--- src/rtl/servo_pkg.sv ---
// rtl/servo_pkg.sv - shared constants, tick derivations and FSM state type for servo_ctrl
package servo_pkg;

  localparam int unsigned ANGLE_MAX = 180;

  typedef enum logic [1:0] {
    ST_IDLE,
    ST_CALC,
    ST_RAMP
  } state_t;

  function automatic logic [31:0] calc_period(input int unsigned clk_freq, input int unsigned pwm_freq);
    return clk_freq / pwm_freq;
  endfunction

  // Pulse width in clk ticks for a duration given in microseconds.
  function automatic logic [31:0] calc_ticks(input int unsigned clk_freq, input int unsigned us);
    return (clk_freq / 1_000_000) * us;
  endfunction

  function automatic logic [31:0] calc_center(input logic [31:0] min_t, input logic [31:0] max_t);
    return (min_t + max_t) / 2;
  endfunction

endpackage

--- src/rtl/servo_div.sv ---
// rtl/servo_div.sv - 32-bit unsigned restoring divider, one quotient bit per cycle
module servo_div (
  input  logic        clk,
  input  logic        rst_n,
  input  logic        start,
  input  logic [31:0] dividend,
  input  logic [31:0] divisor,
  output logic        done,
  output logic [31:0] quotient
);

  logic [31:0] rem_q, rem_d, quo_q, quo_d, div_q, div_d;
  logic [4:0]  cnt_q, cnt_d;
  logic        run_q, run_d, done_q, done_d;
  logic [63:0] step;

  function automatic logic [63:0] div_step(input logic [31:0] rem, input logic [31:0] quo,
                                           input logic [31:0] d);
    logic [32:0] trial;
    logic [32:0] diff;
    trial = {rem, quo[31]};
    diff  = trial - {1'b0, d};
    if (trial >= {1'b0, d}) return {diff[31:0], quo[30:0], 1'b1};
    return {trial[31:0], quo[30:0], 1'b0};
  endfunction

  // The first iteration runs on the start edge, so done lands 32 cycles after start.
  always_comb begin
    rem_d  = rem_q;
    quo_d  = quo_q;
    div_d  = div_q;
    cnt_d  = cnt_q;
    run_d  = run_q;
    done_d = 1'b0;
    step   = div_step(start ? 32'd0 : rem_q, start ? dividend : quo_q, start ? divisor : div_q);
    if (start) begin
      rem_d = step[63:32];
      quo_d = step[31:0];
      div_d = divisor;
      cnt_d = 5'd31;
      run_d = 1'b1;
    end else if (run_q) begin
      rem_d = step[63:32];
      quo_d = step[31:0];
      cnt_d = cnt_q - 5'd1;
      if (cnt_q == 5'd1) begin
        run_d  = 1'b0;
        done_d = 1'b1;
      end
    end
  end

  always_ff @(posedge clk or negedge rst_n) begin
    if (!rst_n) begin
      rem_q  <= '0;
      quo_q  <= '0;
      div_q  <= '0;
      cnt_q  <= '0;
      run_q  <= 1'b0;
      done_q <= 1'b0;
    end else begin
      rem_q  <= rem_d;
      quo_q  <= quo_d;
      div_q  <= div_d;
      cnt_q  <= cnt_d;
      run_q  <= run_d;
      done_q <= done_d;
    end
  end

  assign done     = done_q;
  assign quotient = quo_q;

endmodule

--- src/rtl/servo_ctrl.sv ---
// rtl/servo_ctrl.sv - angle command to PWM duty converter with per-frame bounded ramping
module servo_ctrl
  import servo_pkg::*;
#(
  parameter int unsigned CLK_FREQ     = 25_000_000,
  parameter int unsigned PWM_FREQ     = 50,
  parameter int unsigned MIN_PULSE_US = 1000,
  parameter int unsigned MAX_PULSE_US = 2000,
  parameter int unsigned STEP_TICKS   = 250
) (
  input  logic        clk,
  input  logic        rst_n,
  input  logic        cmd_valid,
  input  logic [7:0]  cmd_angle,
  output logic        cmd_ready,
  input  logic        enable,
  output logic [31:0] duty_cycle,
  output logic [31:0] period,
  output logic        busy,
  output logic        cmd_error
);

  localparam logic [31:0] PERIOD_T = calc_period(CLK_FREQ, PWM_FREQ);
  localparam logic [31:0] MIN_T    = calc_ticks(CLK_FREQ, MIN_PULSE_US);
  localparam logic [31:0] MAX_T    = calc_ticks(CLK_FREQ, MAX_PULSE_US);
  localparam logic [31:0] CENTER   = calc_center(MIN_T, MAX_T);
  localparam logic [31:0] STEP     = STEP_TICKS;

  state_t      state_q, state_d;
  logic [31:0] frame_cnt_q, frame_cnt_d;
  logic [31:0] target_q, target_d, current_q, current_d, duty_q, duty_d;
  logic        cmd_error_q, cmd_error_d;
  logic        frame_tick, accept, angle_bad, div_start, div_done, reached;
  logic [31:0] dividend, div_quo, gap, step_val;

  servo_div u_div (
    .clk      (clk),
    .rst_n    (rst_n),
    .start    (div_start),
    .dividend (dividend),
    .divisor  (ANGLE_MAX),
    .done     (div_done),
    .quotient (div_quo)
  );

  always_comb begin
    frame_tick  = (frame_cnt_q == PERIOD_T - 32'd1);
    frame_cnt_d = frame_tick ? 32'd0 : frame_cnt_q + 32'd1;
    accept      = cmd_valid && cmd_ready;
    angle_bad   = {24'd0, cmd_angle} > ANGLE_MAX;
    div_start   = accept && !angle_bad;
    dividend    = {24'd0, cmd_angle} * (MAX_T - MIN_T);
    cmd_error_d = accept && angle_bad;

    gap      = (target_q >= current_q) ? target_q - current_q : current_q - target_q;
    reached  = (gap <= STEP);
    step_val = reached ? target_q :
               (target_q > current_q) ? current_q + STEP : current_q - STEP;

    state_d   = state_q;
    target_d  = target_q;
    current_d = current_q;
    if (state_q == ST_RAMP && frame_tick) current_d = step_val;
    case (state_q)
      ST_CALC: begin
        // A frame_tick coinciding with completion does not step; the next one will.
        if (div_done) begin
          target_d = MIN_T + div_quo;
          state_d  = (MIN_T + div_quo == current_q) ? ST_IDLE : ST_RAMP;
        end
      end
      ST_RAMP: begin
        if (div_start)                 state_d = ST_CALC;
        else if (frame_tick && reached) state_d = ST_IDLE;
      end
      default: begin
        if (div_start) state_d = ST_CALC;
      end
    endcase

    duty_d = enable ? current_q : 32'd0;
  end

  always_ff @(posedge clk or negedge rst_n) begin
    if (!rst_n) begin
      state_q     <= ST_IDLE;
      frame_cnt_q <= '0;
      target_q    <= CENTER;
      current_q   <= CENTER;
      duty_q      <= '0;
      cmd_error_q <= 1'b0;
    end else begin
      state_q     <= state_d;
      frame_cnt_q <= frame_cnt_d;
      target_q    <= target_d;
      current_q   <= current_d;
      duty_q      <= duty_d;
      cmd_error_q <= cmd_error_d;
    end
  end

  assign cmd_ready  = (state_q != ST_CALC);
  assign busy       = (state_q != ST_IDLE);
  assign cmd_error  = cmd_error_q;
  assign duty_cycle = duty_q;
  assign period     = PERIOD_T;

endmodule

--- config.mk ---
export PLATFORM = sky130hd
export DESIGN_NAME = servo_ctrl
export DESIGN_NICKNAME = d
export VERILOG_FILES = /design/src/rtl/servo_pkg.sv /design/src/rtl/servo_div.sv /design/src/rtl/servo_ctrl.sv
export SDC_FILE = /design/constraint.sdc
export NUM_CORES = 1
export LEC_CHECK = 0
export CAP_MARGIN = 10
export CORE_ASPECT_RATIO = 1.75
export CORE_MARGIN = 2
export CORE_UTILIZATION = 37
export CTS_CLUSTER_DIAMETER = 120
export DETAILED_ROUTE_END_ITERATION = 8
export GPL_TIMING_DRIVEN = 0
export HOLD_SLACK_MARGIN = 0.08
export SYNTH_ARGS = -nofsm -noshare
export SYNTH_HDL_FRONTEND = slang
export SYNTH_HIERARCHICAL = 1
export SYNTH_SLANG_ARGS = --single-unit
export TNS_END_PERCENT = 5
--- constraint.sdc ---
create_clock -name clk -period 5.5 [get_ports clk]
set_input_delay 1.1 -clock clk [delete_from_list [all_inputs] [get_ports clk]]
set_output_delay 1.1 -clock clk [all_outputs]
set_load 0.01 [all_outputs]
### Yosys cells after proc, flatten, opt, wreduce, memory -nomap -nowiden

Cells that the tools add are included.

| storage, ports and cells | value |
|---|---|
| output and inout bits | 67 |
| bits in writable memories | 0 |
| register bits | 234 |
| ROM bits | 0 |
| memories kept | 0 |
| bits in latches | 0 |

| operators by class | value |
|---|---|
| multiply operators | 1 |
| bitwise logic cells | 0 |
| reductions and logical operators | 11 |
| shift operators | 0 |
| magnitude comparators | 5 |
| mux-type cells | 29 |
| divide/modulo/power cells | 0 |
| add/sub/neg operators | 8 |
| equality and inequality tests | 8 |

Operators by type and width:

| operator | count |
|---|---|
| $mux W32 | 12 |
| $mux W64 | 2 |
| $sub A32 B32 Y32 | 3 |
| $ge A33 B32 Y1 | 1 |
| $add A15 B32 Y32 const A | 1 |
| $add A32 B1 Y32 const B | 1 |
| $add A32 B8 Y32 const B | 1 |
| $eq A32 B19 Y1 const B | 1 |
| $eq A32 B32 Y1 | 1 |
| $ge A32 B32 Y1 | 1 |
| $gt A32 B32 Y1 | 1 |
| $le A32 B8 Y1 const B | 1 |
| $sub A32 B8 Y32 const B | 1 |
| $mul A8 B12 Y20 const B | 1 |
| $mux W2 | 5 |
| $mux W5 | 2 |
| $gt A8 B8 Y1 const B | 1 |
| $mux W1 | 7 |
| $eq A5 B1 Y1 const B | 1 |
| $logic_and A1 B1 Y1 | 5 |
| $sub A5 B1 Y5 const B | 1 |
| $ne A2 B1 Y1 const B | 2 |
| $pmux W2 S2 | 1 |
| $reduce_bool A2 Y1 | 2 |
| other kinds (7) | 7 |

### Longest topological paths before layout

Gate-level depths: netlist of run 1.

| logic depth | value |
|---|---|
| word-level depth | 9 |
| mapped depth | 25 |

### Hierarchy

Netlist of run 1, hierarchy kept.

By module, submodules not included:

| module | area each (sq um) | cells each | times used |
|---|---|---|---|
| servo_ctrl | 13036.3 | 1543 | 1 |
| servo_div | 6546.3 | 695 | 1 |

### Least setup slack after synthesis of run 1

OpenSTA, ideal clock, no wires.

| path | value |
|---|---|
| kind | register to register |
| from | reg target_q[0] |
| to | reg current_q[31] |
| cell stages (with the launch flop) | 26 |
| arrival time | 5.599 ns |
| path buffers | 0 |
| required time | 5.431 ns |
| path slack | -0.168 ns |
| period minus slack after synthesis | 5.668 ns |
| cell sequence | dfrtp_1 inv_1 ha_1 inv_1 fa_1 a211oi_2 o211ai_2 nand3_1 a21oi_2 or3_1 nand2_1 inv_1 ha_1 nor2b_1 o31a_1 o31ai_1 o311ai_0 nand2_1 o21a_1 o21ai_0 or4_1 a31oi_1 o21bai_1 xnor2_1 or4_1 nand3_1 |

| between the ends | value |
|---|---|
| cells in the longest elaborated chain, start to end | 4 |

RTL lines:

| what | line | text |
|---|---|---|
| from (decl) | servo_ctrl.sv:31 | `logic [31:0] target_q, target_d, current_q, current_d, duty_q, duty_d;` |
| from (signal assigned) | servo_ctrl.sv:95 | `target_q <= target_d;` |
| $sub A32 B32 Y32 or $ge A32 B32 Y1 (tied branches) | servo_ctrl.sv:55 | `gap = (target_q >= current_q) ? target_q - current_q : current_q - target_q;` |
| $mux W32 | servo_ctrl.sv:55 |  |
| $le A32 B8 Y1 | servo_ctrl.sv:56 | `reached = (gap <= STEP);` |
| $mux W32 (*) | servo_ctrl.sv:57 | `step_val = reached ? target_q :` |
| to (signal assigned) | servo_ctrl.sv:96 | `current_q <= current_d;` |
| to (decl) | servo_ctrl.sv:31 |  |

Every way passes the cells marked *; elsewhere a longest branch is shown, timed or not.
A chain may end at the register's enable or synchronous reset.

### Worst setup path in the final report of run 1

| path | value |
|---|---|
| from | reg current_q[7] |
| to | reg current_q[31] |

| between the ends | value |
|---|---|
| cells in the longest elaborated chain, start to end | 4 |

RTL lines:

| what | line |
|---|---|
| $sub A32 B32 Y32 or $ge A32 B32 Y1 (tied branches) | servo_ctrl.sv:55 |
| $mux W32 | servo_ctrl.sv:55 |
| $le A32 B8 Y1 | servo_ctrl.sv:56 |
| $mux W32 (*) | servo_ctrl.sv:57 |

Marked as above.

==> results of run 1 <==
-- path summary, 6_finish.rpt --
kind	from	slack [ps]	end	cells past startpoint
setup / recovery	current_q[7]	-100	current_q[31]	20
hold / removal	rst_n	380	duty_cycle[0]	1
setup reg to reg	current_q[7]	-100	current_q[31]	20
hold reg to reg	frame_cnt_q[4]	470	frame_cnt_q[4]	1
max in group asynchronous	rst_n	3800	target_q[19]	3
min in group clk	frame_cnt_q[4]	470	frame_cnt_q[4]	1
-- final cells by class --
cell class	count	area (um^2)	area share, %
timing repair buffer	82	788	3.43
clock inverter	11	184	0.801
clock buffer	37	743	3.24
buffer	122	747	3.25
multi-input combinational	1782	13100	57.0
tap	678	848	3.70
inverter	174	661	2.88
sequential	234	5890	25.7
-- synth_stat cells, drive strengths merged, types with 10 or more instances --
cell | count | area [um^2]
o211ai | 11 | 97.6
nor4 | 15 | 115
mux2 | 10 | 120
fa | 16 | 320
xor2 | 57 | 499
nand4 | 41 | 257
o22ai | 22 | 144
clkbuf | 45 | 169
and3 | 19 | 119
a211oi | 14 | 123
ha | 187 | 2340
nand3 | 54 | 270
dfstp | 16 | 420
nor2b | 68 | 433
mux2i | 108 | 1080
or2 | 10 | 62.6
xnor2 | 127 | 1110
buf | 78 | 533
inv | 173 | 649
a21o | 64 | 480
nor2 | 92 | 348
o21ai | 164 | 825
and2 | 48 | 300
nand2 | 192 | 728
nor3 | 40 | 221
nand2b | 19 | 119
a31oi | 33 | 206
dfrtp | 218 | 5460
a21oi | 140 | 731
o21a | 22 | 165
o21bai | 24 | 180
-- logic make-up after synthesis --
| family | Yosys count | synth area share (%) |
|---|---|---|
| simple gates | 635 | 16.8 |
| compound gates | 565 | 18.3 |
| buf+inv | 297 | 6.92 |
| flops | 234 | 30.0 |
| fa+ha+maj | 203 | 13.6 |
| xor+xnor | 184 | 8.23 |
| mux | 118 | 6.13 |
| other cells | 2 | 0.0384 |
-- flip-flops by register name (all words and copies together), names as in the netlist --
name and count:
cmd_error 1, current_q 32, duty_cycle 32, frame_cnt_q 32, state_q 2, target_q 32
u_div/cnt_q 5, u_div/div_q 32, u_div/done 1, u_div/quotient 32, u_div/rem_q 32, u_div/run_q 1
-- routing by layer --
layer | share of wire [%] | track usage, %
met5 | 0 | 0
met3 | 2.7 | 1.90
met1 | 34 | 20.0
met2 | 56 | 43.3
met4 | 7.7 | 15.0
-- per-stage QoR --
stage               setup TNS [ps]  setup WS [ps]  util, %
global route                  -539           -247     43.8
CTS                           -179           -109     43.3
floorplan                        0           99.3        -
finish                       -95.2          -95.2     43.8
detailed placement         -131170          -2910     40.6
global placement          -1701760          -7020     40.4
-- placed cells by master, fill, tap and decap left out, types with 14 or more instances in the layout --
cell             instances
nor2b_1                 66
fa_1                    14
nand4_1                 41
dfrtp_1                209
nor2_1                  86
a21o_1                  64
and2_1                  48
nand2b_1                18
mux2i_1                107
and3_1                  18
conb_1                  76
o21a_1                  22
clkbuf_1                45
o21bai_1                23
inv_1                  169
a31oi_1                 33
clkbuf_16               27
dfstp_2                 16
o22ai_1                 20
buf_4                   79
xor2_1                  57
nand2_1                185
a21oi_1                124
nand3_1                 53
xnor2_1                125
o21ai_0                109
buf_2                   17
nor3_1                  37
o21ai_1                 47
clkdlybuf4s50_1         37
ha_1                   176
-- repair_timing --
item / in CTS / in global routing
cloned: 1 / 0
pin swaps: 25 / 26
setup endpoints to repair: 69 / 64
setup buffers: 23 / 11
gates resized for setup: 86 / 54
hold buffers: 0 / 0
==> metrics.txt, run 1 <==
Ys Warns 6; family with the most delay on the worst path simple AND/OR/NAND/NOR gates; max incr delay on CP roughly 640 ps; Mapped Cells about 2200; area delta synth->final 17.2%; drt via density around 5.3; root buffer cell clkbuf_16; Wirelength per Cell roughly 19 um; violated checks setup timing; global-route wire length before repair 92.6 mm; CP Launch Type flip-flop; WHS around 380 ps; drt total wl between 50 and 60 mm; Distinct cells, synth just over 90; Die Span X 178 um; CP arrival 6090 ps; RSZ-0062 raised after global routing true; initial core utilization between 30% and 40%; Mapped Area 0.0196 mm^2; Required @ worst endpoint ~6000 ps; DRC 0; total gr overflow 0; Nets 2637; CP max FO 7; final instance area 0.0229 mm^2; Tot GR Track Use a little over a fifth; Post-synth EDFFs 0; worst-margin pin slew between 1000 and 1500 ps; clk_lat worst skew about 560 ps; Buffers & Inverters on Critical Path 1; # rows ~110; post-route antenna net violation count 0; final hold violations 0; full die area around 0.055 mm^2; CP Cell Sequence ha_1 > and2_1 > nand4_1 > or4_4 > nand2_8 > clkinvlp_4 > ha_4 > nor2b_2 > o31a_1 > o31ai_4 > o311ai_4 > nand2_1 > o21a_1 > o21ai_2 > or4_4 > a31oi_1 > o21bai_1 > xnor2_2 > or4_1 > nand3_1; Hold Crit Class in -> async; total number of vias around 17000; status complete, but fails checks; layout cells sized above 1 about an eighth; DRT Pass-1 Iters 7; DR iter-0 viols around 820; Critical Path End Type flip-flop; # IOs 79; Final Max Slew Viols 0; most frequent CP cell or4_4; largest net degree at the start of global routing 114; clk buf depth 3; Diodes inserted 0; routability congestion estimate around 0.93; Core Region around 0.052 mm^2; vias in the first global route roughly 18000; Worst path slowest cell or4_4; maximum clock frequency 179 MHz; slew margin rel. 21.5%; Post-synth ARST share between 90% and 100%; CTS Buf Count 26; dpl cells ~3000; htree depth 1; post-detail-place hpwl about 46 mm; Layout Skew 11.9 ps; prevailing post-synth register cell dfrtp_1; Worst-path clk slew around 60 ps; CTS tree done; max_cap viols 0; setup violators final 1; initial antenna violation count 0; Crit Path Class reg -> reg; final-layout fill cell count just over 5000; Post-DP Area around 0.021 mm^2; crit path time final approximately 5600 ps; syn_area_per_cell around 9 um^2; Synth Register Bits roughly 230; Die Y-Extent between 300 and 400 um; sequential-to-total area share from yosys stat 30.0%; Clock Sink Count around 230; PortBufs 46; Final Non-Filler Cells roughly 3100; Final period util 102%; worst setup margin -95.2 ps
Power of run 1 is left out: the tool's default activity adds up to more than one toggle a clock period on the data nets, which glitch-free logic cannot reach.
==> run 2: changes to the inputs <==
==> constraint.sdc (replaced) <==
create_clock -name clk -period 4.83 [get_ports clk]
set_input_delay 0.966 -clock clk [delete_from_list [all_inputs] [get_ports clk]]
set_output_delay 0.966 -clock clk [all_outputs]
set_load 0.01 [all_outputs]
==> run 2 against run 1 <==
Against the previous run:
- the flow still finishes with violations (setup timing)
- clock skew grew 10 ps
- cell area up 2.2%
- register-to-register slack got worse by 410 ps
- maximum frequency grew 4.9%
- sequential cell count unchanged
- global-route usage rose by 0.15 points
- critical path depth rose by 3
- largest cell class unchanged
- highest routed layer unchanged
==> metrics.txt, run 2 (same netlist as run 1, synthesis figures left out) <==
Worst path slowest cell fa_2; DRC 0; root buffer cell clkbuf_16; Required @ worst endpoint 5340 ps; post-detail-place hpwl 47.1 mm; setup violators final 8; global-route wire length before repair 93.6 mm; routability congestion estimate between 0.9 and 1; PortBufs 46; area delta synth->final 19.7%; drt total wl between 60 and 70 mm; vias in the first global route between 15000 and 20000; Diodes inserted 0; RSZ-0062 raised after global routing true; Die Span X about 180 um; crit path time final around 5300 ps; DR iter-0 viols around 740; reg-to-reg critical path endpoint current_q[31]; post-route setup TNS -2110 ps; area of the multi-input gates around 0.013 mm^2; largest net degree at the start of global routing between 100 and 150; CP Launch Type flip-flop; most common cell after layout, fill and taps aside dfrtp_1; clk_lat worst skew roughly 570 ps; Critical Path End Type flip-flop; CTS Buf Count 27; Core Util, Final around 45%; CP Cell Sequence clkinvlp_4 > fa_2 > a211oi_4 > o211ai_4 > nand3_4 > a21oi_4 > or3_4 > nand2_8 > inv_6 > ha_4 > nor2b_1 > o31a_1 > o31ai_4 > o311ai_4 > nand2_1 > o21a_1 > o21ai_2 > or4_4 > a31oi_2 > o21bai_1 > xnor2_1 > or4_1 > nand3_1; max_cap viols 0; total number of vias about 17000; initial antenna violation count 0; layout cells sized above 1 15.5%; Nets around 2700; DRT Pass-1 Iters 8; worst setup margin -505 ps; final hold violations 0; Layout Skew between 20 and 25 ps; # IOs roughly 80; htree depth 1; CP arrival between 5000 and 6000 ps; slew margin rel. between 30% and 40%; Final period util 110%; Worst-path clk slew approximately 70 ps; worst-margin pin slew about 970 ps; max incr delay on CP around 460 ps; Core Region approximately 0.052 mm^2; # rows approximately 110; Clock Sink Count around 230; clk buf depth 3; Wirelength per Cell approximately 19 um; CP max FO 7; Crit Path Class reg -> reg; total gr overflow 0; Hold Crit Class in -> async; hold_buf cts 0; final-layout fill cell count 5166; maximum clock frequency 187 MHz; initial core utilization between 30% and 40%; post-route antenna net violation count 0; Worst R2R Start current_q[1]; violated checks setup timing; r2r setup slk -510 ps; Die Y-Extent around 300 um; CTS tree done; Tot GR Track Use between 20% and 30%; status complete, but fails checks; most frequent cells in the layout dfrtp_1 (208), nand2_1 (184), ha_1 (167); register area 0.00589 mm^2; drt via density 5.39; Final Max Slew Viols 0; R2R depth 23; full die area ~0.055 mm^2
run 2: cell count changes in the layout (fill, tap and decap cells not counted), sizes merged, moves of 2 or more:
| cell | delta |
|---|---|
| dlygate4sd2 | +2 |
| clkinv | +3 |
| buf | +26 |
| dlymetal6s2s | -5 |
| bufinv | -3 |
| inv | +4 |
| clkbuf | -2 |
run 2: worst max-delay path by stage:
stage                  startpoint         endpoint  slack [ps]  cells past startpoint
floorplan            cmd_angle[6]  u_div/rem_q[30]         -30                     21
global placement            rst_n  frame_cnt_q[28]       -7610                      1
detailed placement   cmd_angle[6]  u_div/rem_q[30]       -2850                     22
CTS                   target_q[0]    current_q[31]        -650                     25
global route        current_q[19]    current_q[31]        -670                     22
finish               current_q[1]    current_q[31]        -510                     23
run 2: cell type report:
cell class                 count  area share, %
multi-input combinational   1782           56.9
sequential                   234           25.1
timing repair buffer         109           4.26
tap                          678           3.62
buffer                       121           3.42
clock buffer                  34           3.16
inverter                     174           2.82
clock inverter                16          0.672
run 2: what timing repair did:
item / 4_1_cts / 5_1_grt
setup buffers: 19 / 41
endpoints found under the hold margin: 0 / 0
setup endpoints to repair: 81 / 70
gates resized for setup: 87 / 111
pin swaps: 31 / 41
gates cloned: 1 / 0
run 2: per-stage QoR:
step                      std cells  hold slack [ps]  area, um^2  setup slack, ps
after global placement         3036              453       21300            -7610
after floorplan                2312              438       20000            -33.9
after detailed placement       3039              472       21300            -2850
after CTS                      3108              224       22700             -653
final                          3148              238       23400             -505
after global routing           3148              242       23400             -668
run 2: worst max-delay path, delay by kind of cell (launching register included):
| family | cells | cell delay, ps |
|---|---|---|
| simple gates | 8 | 1890 |
| compound gates | 10 | 1850 |
| fa+ha+maj | 2 | 690 |
| flops | 1 | 390 |
| buf+inv | 2 | 270 |
| xor+xnor | 1 | 160 |
run 2: routing by layer:
metal  vias to the layer above  GRT usage (%)  share of wire (%)
met5                         -              0                  0
met4                         0           15.2                8.3
met3                       194           1.73                2.4
met2                       380           43.5                 55
met1                      8230           20.3                 34
li1                       8152              -                  -
Power of run 2 is left out for the same reason.
==> run 3: changes to the inputs <==
--- a/config.mk
+++ b/config.mk
@@ -8,8 +8,8 @@
 export CAP_MARGIN = 10
 export CORE_ASPECT_RATIO = 1.75
 export CORE_MARGIN = 2
-export CORE_UTILIZATION = 37
-export CTS_CLUSTER_DIAMETER = 120
+export CORE_UTILIZATION = 40
+export CTS_CLUSTER_DIAMETER = 60
 export DETAILED_ROUTE_END_ITERATION = 8
 export GPL_TIMING_DRIVEN = 0
 export HOLD_SLACK_MARGIN = 0.08
==> run 3 against run 2 <==
Against the previous run:
- maximum frequency decreased by 0.25%
- clock skew decreased by 6.8 ps
- the run still ends with setup timing left
- final cell count decreased by 0.89%
- critical path depth decreased by 1
- largest cell class unchanged
==> metrics.txt, run 3 (same netlist as run 1, synthesis figures left out) <==
vias in the first global route roughly 18000; maximum clock frequency about 190 MHz; Core Region slightly below 0.05 mm^2; full die area 0.0508 mm^2; WHS ~220 ps; Post-DP Area ~0.021 mm^2; DRT Pass-1 Iters 7; post-detail-place hpwl 46.5 mm; Die Y-Extent 297 um; initial core utilization between 40% and 50%; Final Max Slew Viols 0; setup violators final 8; family with the most delay on the worst path simple AND/OR/NAND/NOR gates; Clock Sink Count around 230; CP Cell Sequence ha_1 > buf_4 > nand4_1 > nor2_2 > nand2_2 > or4_4 > nand2_8 > inv_4 > ha_4 > nor2b_1 > o31a_1 > o31ai_4 > o311ai_4 > nand2_1 > o21a_1 > o21ai_2 > or4_4 > a31oi_1 > o21bai_1 > xnor2_1 > or4_1 > nand3_1; DRC 0; most frequent CP cell or4_4; Nets approximately 2700; max incr delay on CP around 630 ps; Die Span X about 170 um; worst setup margin -519 ps; dpl cells around 3000; root buffer cell clkbuf_16; crit path time final approximately 5300 ps; CP Launch Type flip-flop; Required @ worst endpoint around 5400 ps; CTS tree done; post-route antenna net violation count 0; area delta synth->final 20.2%; Final period util 111%; initial antenna violation count 1; DR iter-0 viols roughly 800; Hold Crit Class in -> async; global-route wire length before repair 94.0 mm; final-layout fill cell count ~4700; layout cells sized above 1 between 10% and 20%; final instance area approximately 0.024 mm^2; CP arrival approximately 5900 ps; clk_lat worst skew between 500 and 600 ps; total number of vias between 15000 and 20000; clk buf depth 3; htree depth 1; drt via density between 5 and 6; Layout Skew about 15 ps; most common cell after layout, fill and taps aside dfrtp_1; Diodes inserted 0; largest net degree at the start of global routing roughly 120; CP max FO 10; CTS Buf Count 29; violated checks setup timing; # rows between 100 and 150; max_cap viols 0; PortBufs between 40 and 50; Buffers & Inverters on Critical Path 2; Critical Path End Type flip-flop; Worst-path clk slew ~70 ps; Crit Path Class reg -> reg; most frequent cells in the layout dfrtp_1 (198), nand2_1 (184), inv_1 (165); final hold violations 0; Wirelength per Cell about 19 um; routability congestion estimate between 0.9 and 1; status complete, but fails checks; Post-Place Worst Slack -2920 ps; drt total wl ~60 mm; Final Non-Filler Cells 3120; Tot GR Track Use between 20% and 30%; Worst path slowest cell or4_4; worst-margin pin slew roughly 1100 ps; # IOs between 70 and 80; RSZ-0062 raised after global routing true; slew margin rel. 24.9%; total gr overflow 0
## run 3: per-layer routing
layer	GRT usage, %	vias to the layer above	share of wire (%)
li1	-	8161	-
met1	22.4	8110	34
met2	46.8	402	55
met3	2.39	206	3.1
met4	15.1	2	7.7
met5	0	-	0.022
## run 3: cell type report
type / count / area, um^2 / area share [%]
Timing Repair Buffer: 99 / 916 / 3.89
Clock buffer: 38 / 800 / 3.40
Tap cell: 654 / 818 / 3.48
Inverter: 174 / 659 / 2.80
Clock inverter: 16 / 236 / 1.00
Buffer: 122 / 812 / 3.45
Multi-Input combinational cell: 1783 / 13400 / 56.9
Sequential cell: 234 / 5900 / 25.1
## run 3: path summary, 6_finish.rpt
check | slack (ps) | from | depth (start not counted) | to
min in group clk | 480 | frame_cnt_q[4] | 1 | frame_cnt_q[4]
max reg2reg | -520 | current_q[19] | 22 | current_q[31]
min reg2reg | 480 | frame_cnt_q[4] | 1 | frame_cnt_q[4]
max | -520 | current_q[19] | 22 | current_q[31]
max in group asynchronous | 3270 | rst_n | 3 | u_div/rem_q[26]
min | 220 | rst_n | 1 | duty_cycle[0]
## run 3: worst reg2reg max path: stages (launching register included)
cell	delay (ps)
dfrtp_2	470
ha_1	300
buf_4	170
nand4_1	220
nor2_2	200
nand2_2	120
or4_4	630
nand2_8	150
inv_4	90
ha_4	230
nor2b_1	150
o31a_1	340
o31ai_4	370
o311ai_4	140
nand2_1	100
o21a_1	160
o21ai_2	110
or4_4	430
a31oi_1	150
o21bai_1	110
xnor2_1	160
or4_1	400
nand3_1	90
## run 3: timing repair
| item | 4_1_cts | 5_1_grt |
|---|---|---|
| resized for setup | 92 | 123 |
| setup buffers | 16 | 35 |
| setup endpoints to repair | 79 | 72 |
| cloned | 2 | 0 |
| hold buffers | 0 | 0 |
| pin swaps | 25 | 34 |
## run 3: stage by stage
step | utilization (%) | TNS (ps)
2_1_floorplan | - | -93.4
3_3_place_gp | 43.8 | -1855080
3_5_place_dp | 44.0 | -140670
4_1_cts | 47.0 | -5050
5_1_grt | 48.6 | -5470
6_report | 48.6 | -1080
Power of run 3 is left out for the same reason.
